File: src/rtl/cu_pkg.sv
// Shared encodings for the multi-cycle control unit: instruction classes,
// FSM states and the sub-op / ALU constants used by decode.
package cu_pkg;

    typedef enum logic [1:0] {
        CLS_DATA = 2'b00,
        CLS_MEM  = 2'b01,
        CLS_PC   = 2'b10,
        CLS_VEC  = 2'b11
    } cls_e;

    typedef enum logic [1:0] {
        IDLE     = 2'b00,
        EXEC     = 2'b01,
        MEM_WAIT = 2'b10,
        VEC_RUN  = 2'b11
    } state_e;

    localparam logic [1:0] SUB_RST = 2'b00;
    localparam logic [1:0] SUB_INC = 2'b01;
    localparam logic [1:0] SUB_CMP = 2'b10;
    localparam logic [1:0] ALU_ADD = 2'b01;

endpackage

File: src/rtl/branch_resolve.sv
// Compare-flag register and taken-branch equation; a conditional branch is
// taken only when the stored flag is set.
module branch_resolve (
    input  logic clk,
    input  logic reset,
    input  logic flag_we,
    input  logic flag_in,
    input  logic cond,
    output logic flag_q,
    output logic taken
);

    always_ff @(posedge clk) begin
        if (!reset) begin
            flag_q <= 1'b0;
        end else if (flag_we) begin
            flag_q <= flag_in;
        end
    end

    assign taken = ~cond | flag_q;

endmodule

File: src/rtl/cu_multicycle.sv
// Multi-cycle control unit: accepts one opcode per handshake and holds the
// datapath controls for one cycle (data/pc), until ack/timeout (mem) or per beat (vector).
module cu_multicycle
    import cu_pkg::*;
#(
    parameter  int OP_W        = 6,
    parameter  int ELEMS       = 16,
    parameter  int LANES       = 4,
    parameter  int MEM_TIMEOUT = 255,
    localparam int BEATS       = (ELEMS + LANES - 1) / LANES,
    localparam int BEAT_W      = (BEATS > 1) ? $clog2(BEATS) : 1
) (
    input  logic              clk,
    input  logic              reset,
    input  logic              instr_valid,
    output logic              instr_ready,
    input  logic [OP_W-1:0]   opcode,
    input  logic              flag_in,
    input  logic              mem_ack,
    output logic              mem_req,
    output logic              mem_write,
    output logic              reg_write,
    output logic              pc_src,
    output logic              add1_sel,
    output logic              mem_sel,
    output logic              rst_out,
    output logic [1:0]        alu_control,
    output logic [1:0]        source,
    output logic [1:0]        mem_control,
    output logic [BEAT_W-1:0] lane_idx,
    output logic [LANES-1:0]  vec_mask,
    output logic              busy,
    output logic              flag_q,
    output logic              err
);

    localparam int LAST_N = ELEMS - (BEATS - 1) * LANES;
    localparam logic [LANES-1:0] LAST_MASK = {LANES{1'b1}} >> (LANES - LAST_N);
    localparam int TCNT_W = (MEM_TIMEOUT > 1) ? $clog2(MEM_TIMEOUT) : 1;
    localparam int TLIM   = (MEM_TIMEOUT > 0) ? MEM_TIMEOUT - 1 : 0;

    state_e            state;
    logic [OP_W-1:0]   instr_q;
    logic [BEAT_W-1:0] beat;
    logic [TCNT_W-1:0] tcnt;

    cls_e       cls;
    logic [1:0] sub;
    logic       cond;
    logic       is_load;
    logic       accept;
    logic       last_beat;
    logic       timeout;
    logic       taken;
    logic       flag_we;
    logic       unused_rsvd;

    assign cls         = cls_e'(instr_q[4:3]);
    assign sub         = instr_q[2:1];
    assign cond        = instr_q[OP_W-1];
    assign is_load     = instr_q[0];
    // Reserved opcode bits are latched but never decoded.
    assign unused_rsvd = ^instr_q;

    assign accept    = instr_valid & instr_ready;
    assign last_beat = (beat == BEAT_W'(BEATS - 1));
    assign timeout   = (MEM_TIMEOUT > 0) && (tcnt == TCNT_W'(TLIM));
    assign flag_we   = reset && (state == EXEC) && (cls == CLS_DATA) && (sub == SUB_CMP);

    branch_resolve u_branch (
        .clk     (clk),
        .reset   (reset),
        .flag_we (flag_we),
        .flag_in (flag_in),
        .cond    (cond),
        .flag_q  (flag_q),
        .taken   (taken)
    );

    always_ff @(posedge clk) begin
        if (!reset) begin
            state   <= IDLE;
            instr_q <= '0;
            beat    <= '0;
            tcnt    <= '0;
        end else begin
            case (state)
                IDLE: begin
                    if (accept) begin
                        instr_q <= opcode;
                        beat    <= '0;
                        tcnt    <= '0;
                        case (cls_e'(opcode[4:3]))
                            CLS_MEM: state <= MEM_WAIT;
                            CLS_VEC: state <= VEC_RUN;
                            default: state <= EXEC;
                        endcase
                    end
                end
                EXEC: state <= IDLE;
                MEM_WAIT: begin
                    // An ack in the final timeout cycle still completes normally.
                    if (mem_ack || timeout) begin
                        state <= IDLE;
                    end else begin
                        tcnt <= tcnt + 1'b1;
                    end
                end
                VEC_RUN: begin
                    if (last_beat) begin
                        beat  <= '0;
                        state <= IDLE;
                    end else begin
                        beat <= beat + 1'b1;
                    end
                end
                default: state <= IDLE;
            endcase
        end
    end

    // Outputs are forced to the idle pattern (but not ready) while reset is held.
    always_comb begin
        instr_ready = 1'b0;
        mem_req     = 1'b0;
        mem_write   = 1'b0;
        reg_write   = 1'b0;
        pc_src      = 1'b0;
        add1_sel    = 1'b0;
        mem_sel     = 1'b0;
        rst_out     = 1'b0;
        err         = 1'b0;
        alu_control = ALU_ADD;
        source      = 2'b00;
        mem_control = 2'b00;
        lane_idx    = '0;
        vec_mask    = '0;
        if (reset) begin
            case (state)
                IDLE: instr_ready = 1'b1;
                EXEC: begin
                    source = cls;
                    if (cls == CLS_PC) begin
                        pc_src = taken;
                    end else begin
                        alu_control = sub;
                        reg_write   = (sub != SUB_CMP);
                        add1_sel    = (sub == SUB_INC);
                        rst_out     = (sub == SUB_RST);
                    end
                end
                MEM_WAIT: begin
                    source      = cls;
                    mem_req     = 1'b1;
                    mem_sel     = 1'b1;
                    mem_control = sub;
                    mem_write   = ~is_load;
                    reg_write   = is_load & mem_ack;
                    err         = timeout & ~mem_ack;
                end
                VEC_RUN: begin
                    source      = cls;
                    reg_write   = 1'b1;
                    alu_control = sub;
                    lane_idx    = beat;
                    vec_mask    = last_beat ? LAST_MASK : {LANES{1'b1}};
                end
                default: ;
            endcase
        end
    end

    assign busy = ~instr_ready;

endmodule
File: config.mk
export PLATFORM = sky130hd
export DESIGN_NAME = cu_multicycle
export DESIGN_NICKNAME = d
export VERILOG_FILES = /design/src/rtl/cu_pkg.sv /design/src/rtl/branch_resolve.sv /design/src/rtl/cu_multicycle.sv
export SDC_FILE = /design/constraint.sdc
export NUM_CORES = 1
export LEC_CHECK = 0
export ABC_AREA = 1
export CAP_MARGIN = 20
export CORE_ASPECT_RATIO = 1.75
export CORE_MARGIN = 2
export CORE_UTILIZATION = 42
export CTS_BUF_LIST = sky130_fd_sc_hd__clkbuf_16
export DETAILED_ROUTE_END_ITERATION = 6
export GPL_TIMING_DRIVEN = 0
export PLACE_DENSITY = 0.81
export SYNTH_ARGS = -nofsm -noshare
export SYNTH_HDL_FRONTEND = slang
export SYNTH_HIERARCHICAL = 1
export SYNTH_SLANG_ARGS = --single-unit
File: constraint.sdc
create_clock -name clk -period 1.2 [get_ports clk]
set_input_delay 0.24 -clock clk [delete_from_list [all_inputs] [get_ports clk]]
set_output_delay 0.24 -clock clk [all_outputs]
set_load 0.01 [all_outputs]
== After elaboration in Yosys (flattened, before gate mapping) ==
Cells that the tools add are included.
W data, S select, Z words.
Word-level totals
  bits in registers: 19
  input bits: 11
  output and inout port bits: 23
  logic and storage cells: 86
Cells by class
  add/subtract/negate cells: 2
  eq/ne operators: 15
  multiplexer cells: 42
  bitwise operators: 8
  reduce and logical (&&, ||, !) cells: 14
Operators by type and width (count)
  $mux W2: 13
  $mux W1: 19
  $mux W8: 2
  $pmux W8 S2: 1
  $eq A2 B2 Y1 const B: 6
  $pmux W2 S2: 3
  $ne A2 B2 Y1 const B: 5
  $add A8 B1 Y8 const B: 1
  $eq A8 B8 Y1 const B: 1
  $mux W4: 2
  $pmux W2 S4: 1
  $eq A2 B1 Y1 const B: 3
  $logic_not A2 Y1: 3
  $reduce_and A3 Y1: 2
  $not A1 Y1: 4
  $reduce_and A2 Y1: 2
  $reduce_bool A2 Y1: 2
  $and A1 B1 Y1: 3
  $logic_and A1 B1 Y1: 3
  $pmux W1 S3: 1
  $reduce_or A3 Y1: 1
  $add A2 B1 Y2 const B: 1
  $logic_or A1 B1 Y1: 1
  $or A1 B1 Y1: 1

== Logic depth before layout (Yosys ltp) ==
Gate-level depths: netlist of run 1.
  word-level depth: 6
  depth in mapped cells: 11
  gate-level depth less buffers: 11

== Cells and area by module ==
The synthesis of run 1 kept the hierarchy.
By module, submodules not included
  cu_multicycle: instances 1, cells an instance 164, area each 1128.6 um^2, seq. area each 360.3 um^2
  branch_resolve: instances 1, cells an instance 8, area each 46.3 um^2, seq. area each 20.0 um^2

== Worst setup path before layout of run 1 ==
Ideal clock, no wire load.
  path kind: reg-to-output
  start point: reg state[1]
  end point: out err
  arrival time: 1086 ps
  required time: 960 ps
  path slack: -126 ps
  cell stages (with the launch flop): 5
  buffers on the path: 0
  cells stage by stage: dfxtp_1 nand2_2 nor2_4 inv_1 nor3_1
On the way
  cells in the longest elaborated chain, start to end: 3
RTL lines
  from (decl): RTL line cu_multicycle.sv:42  | state_e state;
  from (signal assigned): RTL line cu_multicycle.sv:82  | state <= IDLE;
  from (signal assigned): RTL line cu_multicycle.sv:94  | CLS_MEM: state <= MEM_WAIT;
  from (signal assigned): RTL line cu_multicycle.sv:95  | CLS_VEC: state <= VEC_RUN;
  $eq A2 B2 Y1: RTL line cu_multicycle.sv:139  | case (state)
  $mux W1: RTL line cu_multicycle.sv:139
  $mux W1: RTL line cu_multicycle.sv:138  | if (reset) begin
  to (decl): RTL line cu_multicycle.sv:34  | output logic err
No other way between the ends.

== Worst setup path after layout of run 1 ==
  start point: reg tcnt[0]
  end point: out err
On the way
  cells in the longest elaborated chain, start to end: 4
RTL lines
  from (decl): RTL line cu_multicycle.sv:45  | logic [TCNT_W-1:0] tcnt;
  from (signal assigned): RTL line cu_multicycle.sv:106  | tcnt <= tcnt + 1'b1;
  $eq A8 B8 Y1: RTL line cu_multicycle.sv:67  | assign timeout = (MEM_TIMEOUT > 0) && (tcnt == TCNT_W'(TLIM));
  $and A1 B1 Y1: RTL line cu_multicycle.sv:159  | err = timeout & ~mem_ack;
  $mux W1: RTL line cu_multicycle.sv:139
  $mux W1: RTL line cu_multicycle.sv:138
No other way between the ends.

==> flow_metrics.env, run 1 <==
export IMPL_outcome="finished with violations"
export IMPL_violations="negative setup slack"
export IMPL_grt_pass1_vias=1392
export IMPL_die_height_um=74.0
export IMPL_setup_viol=40
export IMPL_path_buf_inv=3
export IMPL_routed_wl_um=4160
export IMPL_placed_cells=232
export IMPL_num_vias=1427
export IMPL_grt_overflow_total=0
export IMPL_first_pass_iters=4
export IMPL_combPwrFrac_pct=21.8
export IMPL_initial_core_util_pct=43.7
export IMPL_numCtsBuffers=3
export IMPL_max_slew_margin_pct=79.6
export IMPL_drtIter0Drc=42
export IMPL_p_seq_share_pct=38.7
export IMPL_p_sw_mw=0.492
export IMPL_grt_max_degree=11
export IMPL_seq_area_frac_synth_pct=32.4
export IMPL_io_buffer_count=33
export IMPL_placed_area_um2=1560
export IMPL_max_slew_worst_pin_slew_ps=303
export IMPL_maxCapViolations=0
export IMPL_cts_tree="yes"
export IMPL_setup_ws_ps=-267
export IMPL_clk_path_buf_depth=2
export IMPL_syn_nets=186
export IMPL_antenna_found_initial=0
export IMPL_root_buffer="clkbuf_16"
export IMPL_h_tree_depth=1
export IMPL_dp_slack_ps=-1170
export IMPL_cp_top_family="flip-flops"
export IMPL_die_width_um=44.0
export IMPL_power_density_nw_per_um2=827
export IMPL_hpwl_um=2060
export IMPL_irDropWorstVdd_mv=0.857
export IMPL_insertedDiodeCount=0
export IMPL_final_cell_area_um2=2120
export IMPL_whs_ps=330
export IMPL_ant_nets=0
export IMPL_crit_fanout=2
export IMPL_crit_arrival_ps=1230
export IMPL_synth_cell_types=26
export IMPL_leakagePower_nw=0.998
export IMPL_place_congestion=0.839
export IMPL_viasPerCell=5.34
export IMPL_crit_path_frequent_cell="inv_2"
export IMPL_die_area_um2=3250
export IMPL_synth_warnings=6
export IMPL_post_drt_wl_per_cell_um=15.6
export IMPL_required_ps=960
export IMPL_nFillCells=162
export IMPL_drive_gt1_share_pct=60.4
export IMPL_p_int_mw=1.26
export IMPL_drv_slew=0
export IMPL_clockPowerShare_pct=39.5
export IMPL_skew_ps=1.87
export IMPL_syn_area_per_cell_um2=6.83
export IMPL_cts_clk_slew_worst_paths_ps=50
export IMPL_ys_seq_elements=19
export IMPL_synthCells=172
export IMPL_cp_slowest_cell="dfxtp_2"
export IMPL_track_usage_pct=25.6
export IMPL_worstSetupPathType="reg2out"
export IMPL_cp_end_kind="primary output"
export IMPL_hold_path_class="in2reg"
export IMPL_drc=0
export IMPL_post_route_util_pct=78.9
export IMPL_nets=255
export IMPL_ioPinCount=34
export IMPL_row_count=25
export IMPL_cts_sinks=19
export IMPL_max_stage_delay_ps=320
export IMPL_finalCritPeriodShare_pct=122
export IMPL_finalCriticalPeriod_ps=1470
export IMPL_areaGrowthSynthToFinish_pct=80.7
export IMPL_grt_first_pass_wirelength_um=6260
export IMPL_rsz0062_at_grt="yes"
export IMPL_mostFrequentLayoutCells="nand2_1, buf_6, buf_4"
export IMPL_finalNonFillerCells=267
export IMPL_path_cells="inv_2 -> ha_4 -> inv_2 -> nor2_2 -> nand2_2 -> nor3_2 -> buf_2"
export IMPL_clkLatencyLatePin_ps=250
export IMPL_core_area_um2=2690
export IMPL_mostFrequentLayoutCell="nand2_1"
export IMPL_critPathLaunchType="flop"
export IMPL_clock_fmax_mhz=682
export IMPL_hold_viol=0
export IMPL_syn_area_um2=1170
export IMPL_p_sw_share_pct=28.0
## cells by family (layout without fill, tap and decap cells)
family                     count (synthesis)  after routing  synth area share (%)
AOI/OAI and AO/OA                         21             21                  10.4
xor gates and xnor gates                   1              1                 0.746
adders and majority gates                  3              3                  3.20
buffers and inverters                     36            103                  14.1
DFF                                       19             19                  32.4
and+or+nand+nor                           92             93                  39.2
## timing repair
| item | 4_1_cts | 5_1_grt |
|---|---|---|
| setup endpoints to repair | 42 | 41 |
| pin swaps | 22 | 16 |
| hold buffers | 0 | 0 |
| cloned | 1 | 0 |
| setup buffers | 28 | 6 |
| gates resized for setup | 174 | 38 |
## worst min-delay path, cell delays in order
cell and delay [ps]:
buf_2 170, nand2_1 90, nor2_1 40
## through the flow
step | TNS [ps] | total power [mW]
after floorplan | -58.8 | 0.816
after global placement | -30640 | 0.906
after detailed placement | -31340 | 0.911
after CTS | -5680 | 1.69
after global routing | -8800 | 1.80
final | -7240 | 1.75
## flip-flops by register name, summed over array words and instances, names as in the netlist
signal / cells
tcnt: 8
state: 2
instr_q: 6
beat: 2
u_branch/flag_q: 1
## path summary, 6_finish.rpt
| check | start | to | slack (ps) | depth (start not counted) |
|---|---|---|---|---|
| setup reg to reg | state[0]$_SDFFE_PN0P_ | tcnt[3]$_SDFFE_PN0P_ | -220 | 10 |
| hold reg to reg | instr_q[5]$_SDFFE_PN0P_ | instr_q[5]$_SDFFE_PN0P_ | 460 | 2 |
| setup / recovery | tcnt[0]$_SDFFE_PN0P_ | err | -270 | 7 |
| hold / removal | reset | u_branch/flag_q$_SDFFE_PN0P_ | 330 | 3 |
## routing by layer
metal | GRT usage, % | wire (µm) | up-vias
li1 | - | - | 667
met1 | 25.5 | 1430 | 677
met2 | 49.7 | 2350 | 61
met3 | 3.40 | 191 | 22
met4 | 12.5 | 189 | 0
met5 | 0 | 0 | -
## layout make-up
type	count	area (µm²)	area share (%)
clock inverters	1	3.75	0.177
repair buffers	65	556	26.2
flip-flops and latches	19	395	18.6
multi-input cells	118	883	41.6
well taps	27	33.8	1.59
clock buffers	3	75.1	3.54
inverters	31	144	6.78
plain buffers	3	32.5	1.53
## power by group through the flow
stage                     combinational [mW]  clock [mW]  sequential, mW
after floorplan                        0.139           0           0.677
after global placement                 0.225           0           0.681
after detailed placement               0.230           0           0.682
after CTS                              0.329       0.687           0.672
after global routing                   0.406       0.713           0.681
final                                  0.383       0.693           0.679
## synth_stat cells
library cell,number,area [µm²]
nand4_1,1,6.26
nor2_4,1,11.3
nand2_4,2,22.5
o21ai_2,3,26.3
nor2_1,18,67.6
inv_2,3,11.3
nor3_1,3,15.0
a211oi_1,1,7.51
nand2_2,5,31.3
dfxtp_1,19,380
nand3_2,1,10.0
nor2_2,1,6.26
a21oi_1,7,35.0
nand2_1,47,176
ha_1,3,37.5
a21oi_2,1,8.76
o21ai_0,9,45.0
nand2_8,2,40.0
xor2_1,1,8.76
inv_1,27,101
nor2_8,1,20.0
clkbuf_8,1,13.8
nor4_1,3,18.8
nand3_1,7,35.0
inv_6,1,8.76
buf_4,4,30.0
(Power assumes the default switching activity.)
==> run 2: changes to the inputs <==
--- a/config.mk
+++ b/config.mk
@@ -13,7 +13,8 @@
 export CTS_BUF_LIST = sky130_fd_sc_hd__clkbuf_16
 export DETAILED_ROUTE_END_ITERATION = 6
 export GPL_TIMING_DRIVEN = 0
-export PLACE_DENSITY = 0.81
+export PLACE_DENSITY = 0.75
+export SKIP_LAST_GASP = 1
 export SYNTH_ARGS = -nofsm -noshare
 export SYNTH_HDL_FRONTEND = slang
 export SYNTH_HIERARCHICAL = 1
==> run 2 against run 1 <==
Effect of this change: the run still ends with negative setup slack left; critical path depth decreased by 1; clock power decreased by 0.9%; design area increased by 4.4%; global-route usage decreased by 1.4 points; clock-buffer cell count unchanged; combinational power increased by 4%; largest power group unchanged; core utilization increased by 3.4 points.
==> flow_metrics.env, run 2 (same netlist as run 1, synthesis figures left out) <==
export IMPL_cts_tree="yes"
export IMPL_leakagePower_nw=0.986
export IMPL_ioPinCount=34
export IMPL_drv_slew=0
export IMPL_r2r_slack_ps=-160
export IMPL_hold_buffers=0
export IMPL_timing_rr_start="tcnt[0]$_SDFFE_PN0P_"
export IMPL_ant_nets=0
export IMPL_drc=0
export IMPL_finalCritPeriodShare_pct=127
export IMPL_required_ps=960
export IMPL_num_vias=1376
export IMPL_p_seq_share_pct=38.5
export IMPL_row_count=25
export IMPL_nets=253
export IMPL_die_area_um2=3250
export IMPL_reg_top3="tcnt (8), instr_q (6)"
export IMPL_max_slew_margin_pct=79.3
export IMPL_irDropWorstVdd_mv=0.717
export IMPL_p_int_mw=1.27
export IMPL_path_buf_inv=3
export IMPL_routed_wl_um=4290
export IMPL_violations="negative setup slack"
export IMPL_final_cell_area_um2=2220
export IMPL_insertedDiodeCount=0
export IMPL_cp_end_kind="primary output"
export IMPL_hold_viol=0
export IMPL_grt_pass1_vias=1412
export IMPL_place_congestion=0.910
export IMPL_outcome="finished with violations"
export IMPL_antenna_found_initial=0
export IMPL_clk_path_buf_depth=2
export IMPL_finalSetupTns_ps=-6360
export IMPL_drtIter0Drc=43
export IMPL_clock_fmax_mhz=655
export IMPL_hpwl_um=2210
export IMPL_maxCapViolations=0
export IMPL_initial_core_util_pct=43.7
export IMPL_critPathLaunchType="flop"
export IMPL_drive_gt1_share_pct=63.9
export IMPL_rsz0062_at_grt="yes"
export IMPL_areaGrowthSynthToFinish_pct=88.6
export IMPL_setup_ws_ps=-326
export IMPL_io_buffer_count=33
export IMPL_setup_viol=41
export IMPL_clockPowerShare_pct=38.9
export IMPL_path_cells="buf_12 -> nor2_4 -> inv_2 -> nand2_1 -> nor2_1 -> buf_2"
export IMPL_combPwrFrac_pct=22.6
export IMPL_cts_sinks=19
export IMPL_mostFrequentLayoutCell="nand2_1"
export IMPL_finalCriticalPeriod_ps=1530
export IMPL_max_stage_delay_ps=430
export IMPL_crit_fanout=6
export IMPL_grt_overflow_total=0
export IMPL_core_area_um2=2690
export IMPL_numCtsBuffers=3
export IMPL_skew_ps=3.87
export IMPL_power_density_nw_per_um2=796
export IMPL_grt_max_degree=11
export IMPL_die_width_um=44.0
export IMPL_p_sw_mw=0.489
export IMPL_grt_first_pass_wirelength_um=5850
export IMPL_largest_reg_flops=8
export IMPL_viasPerCell=5.19
export IMPL_worstSetupPathType="reg2out"
export IMPL_post_drt_wl_per_cell_um=16.2
export IMPL_max_slew_worst_pin_slew_ps=309
export IMPL_first_pass_iters=4
export IMPL_cp_slowest_cell="dfxtp_4"
export IMPL_placed_area_um2=1560
export IMPL_min_delay_start="reset"
export IMPL_root_buffer="clkbuf_16"
export IMPL_top_register="tcnt"
export IMPL_crit_arrival_ps=1290
export IMPL_die_height_um=74.0
export IMPL_hold_path_class="in2reg"
export IMPL_clkLatencyLatePin_ps=260
export IMPL_cts_clk_slew_worst_paths_ps=50
export IMPL_cp_top_family="flip-flops"
export IMPL_track_usage_pct=24.2
export IMPL_crit_start="state[1]$_SDFFE_PN0P_"
export IMPL_mostFrequentLayoutCells="nand2_1, buf_6, inv_1, nand2_2, buf_4"
export IMPL_p_sw_share_pct=27.7
export IMPL_h_tree_depth=1
==> run 2: metrics by stage <==
step | power (mW) | cells | worst slack [ps] | utilization, % | hold slack (ps)
4_1_cts | 1.67 | 253 | -288 | 70.4 | 315
2_1_floorplan | 0.816 | 172 | -52.7 | - | 350
3_3_place_gp | 0.906 | 232 | -1140 | 57.8 | 456
3_5_place_dp | 0.912 | 232 | -1180 | 57.8 | 465
6_report | 1.76 | 265 | -326 | 82.4 | 344
5_1_grt | 1.82 | 265 | -353 | 82.4 | 352
==> run 2: final timing paths <==
path / endpoint / cells past startpoint
setup / recovery: alu_control[1] / 6
hold / removal: u_branch/flag_q$_SDFFE_PN0P_ / 3
setup reg to reg: tcnt[2]$_SDFFE_PN0P_ / 11
hold reg to reg: instr_q[5]$_SDFFE_PN0P_ / 2
==> run 2: worst min-delay path: cells and delay by family <==
family                 cells  cell delay [ps]
buffers and inverters      1              180
AND/OR/NAND/NOR            2              140
==> run 2: final cells by class <==
class,instances,area [µm²]
inverter,31,144
fill,151,474
tap,27,33.8
multi-input combinational,118,940
clock inverter,1,3.75
timing repair buffer,63,583
clock buffer,3,75.1
sequential,19,404
buffer,3,32.5
==> run 2: repair_timing <==
action	4_1_cts	5_1_grt
pin swaps	10	18
endpoints found under the setup margin	42	41
cloned	1	0
resized for setup	170	58
setup buffers	18	14
==> run 2: layer usage <==
layer	global-route usage (%)	part of all wire, %	up-vias	routed length, µm
met5	0	0	-	0
met4	20.2	4.4	0	191
met3	2.18	3.3	17	140
met2	44.8	56	47	2390
met1	22.9	37	652	1570
li1	-	-	660	-
==> run 2: power by group through the flow <==
stage	clock network, mW	logic, mW	registers [mW]
finish	0.687	0.398	0.679
floorplan	0	0.139	0.677
global placement	0	0.224	0.681
global route	0.721	0.422	0.681
detailed placement	0	0.230	0.682
CTS	0.689	0.308	0.672
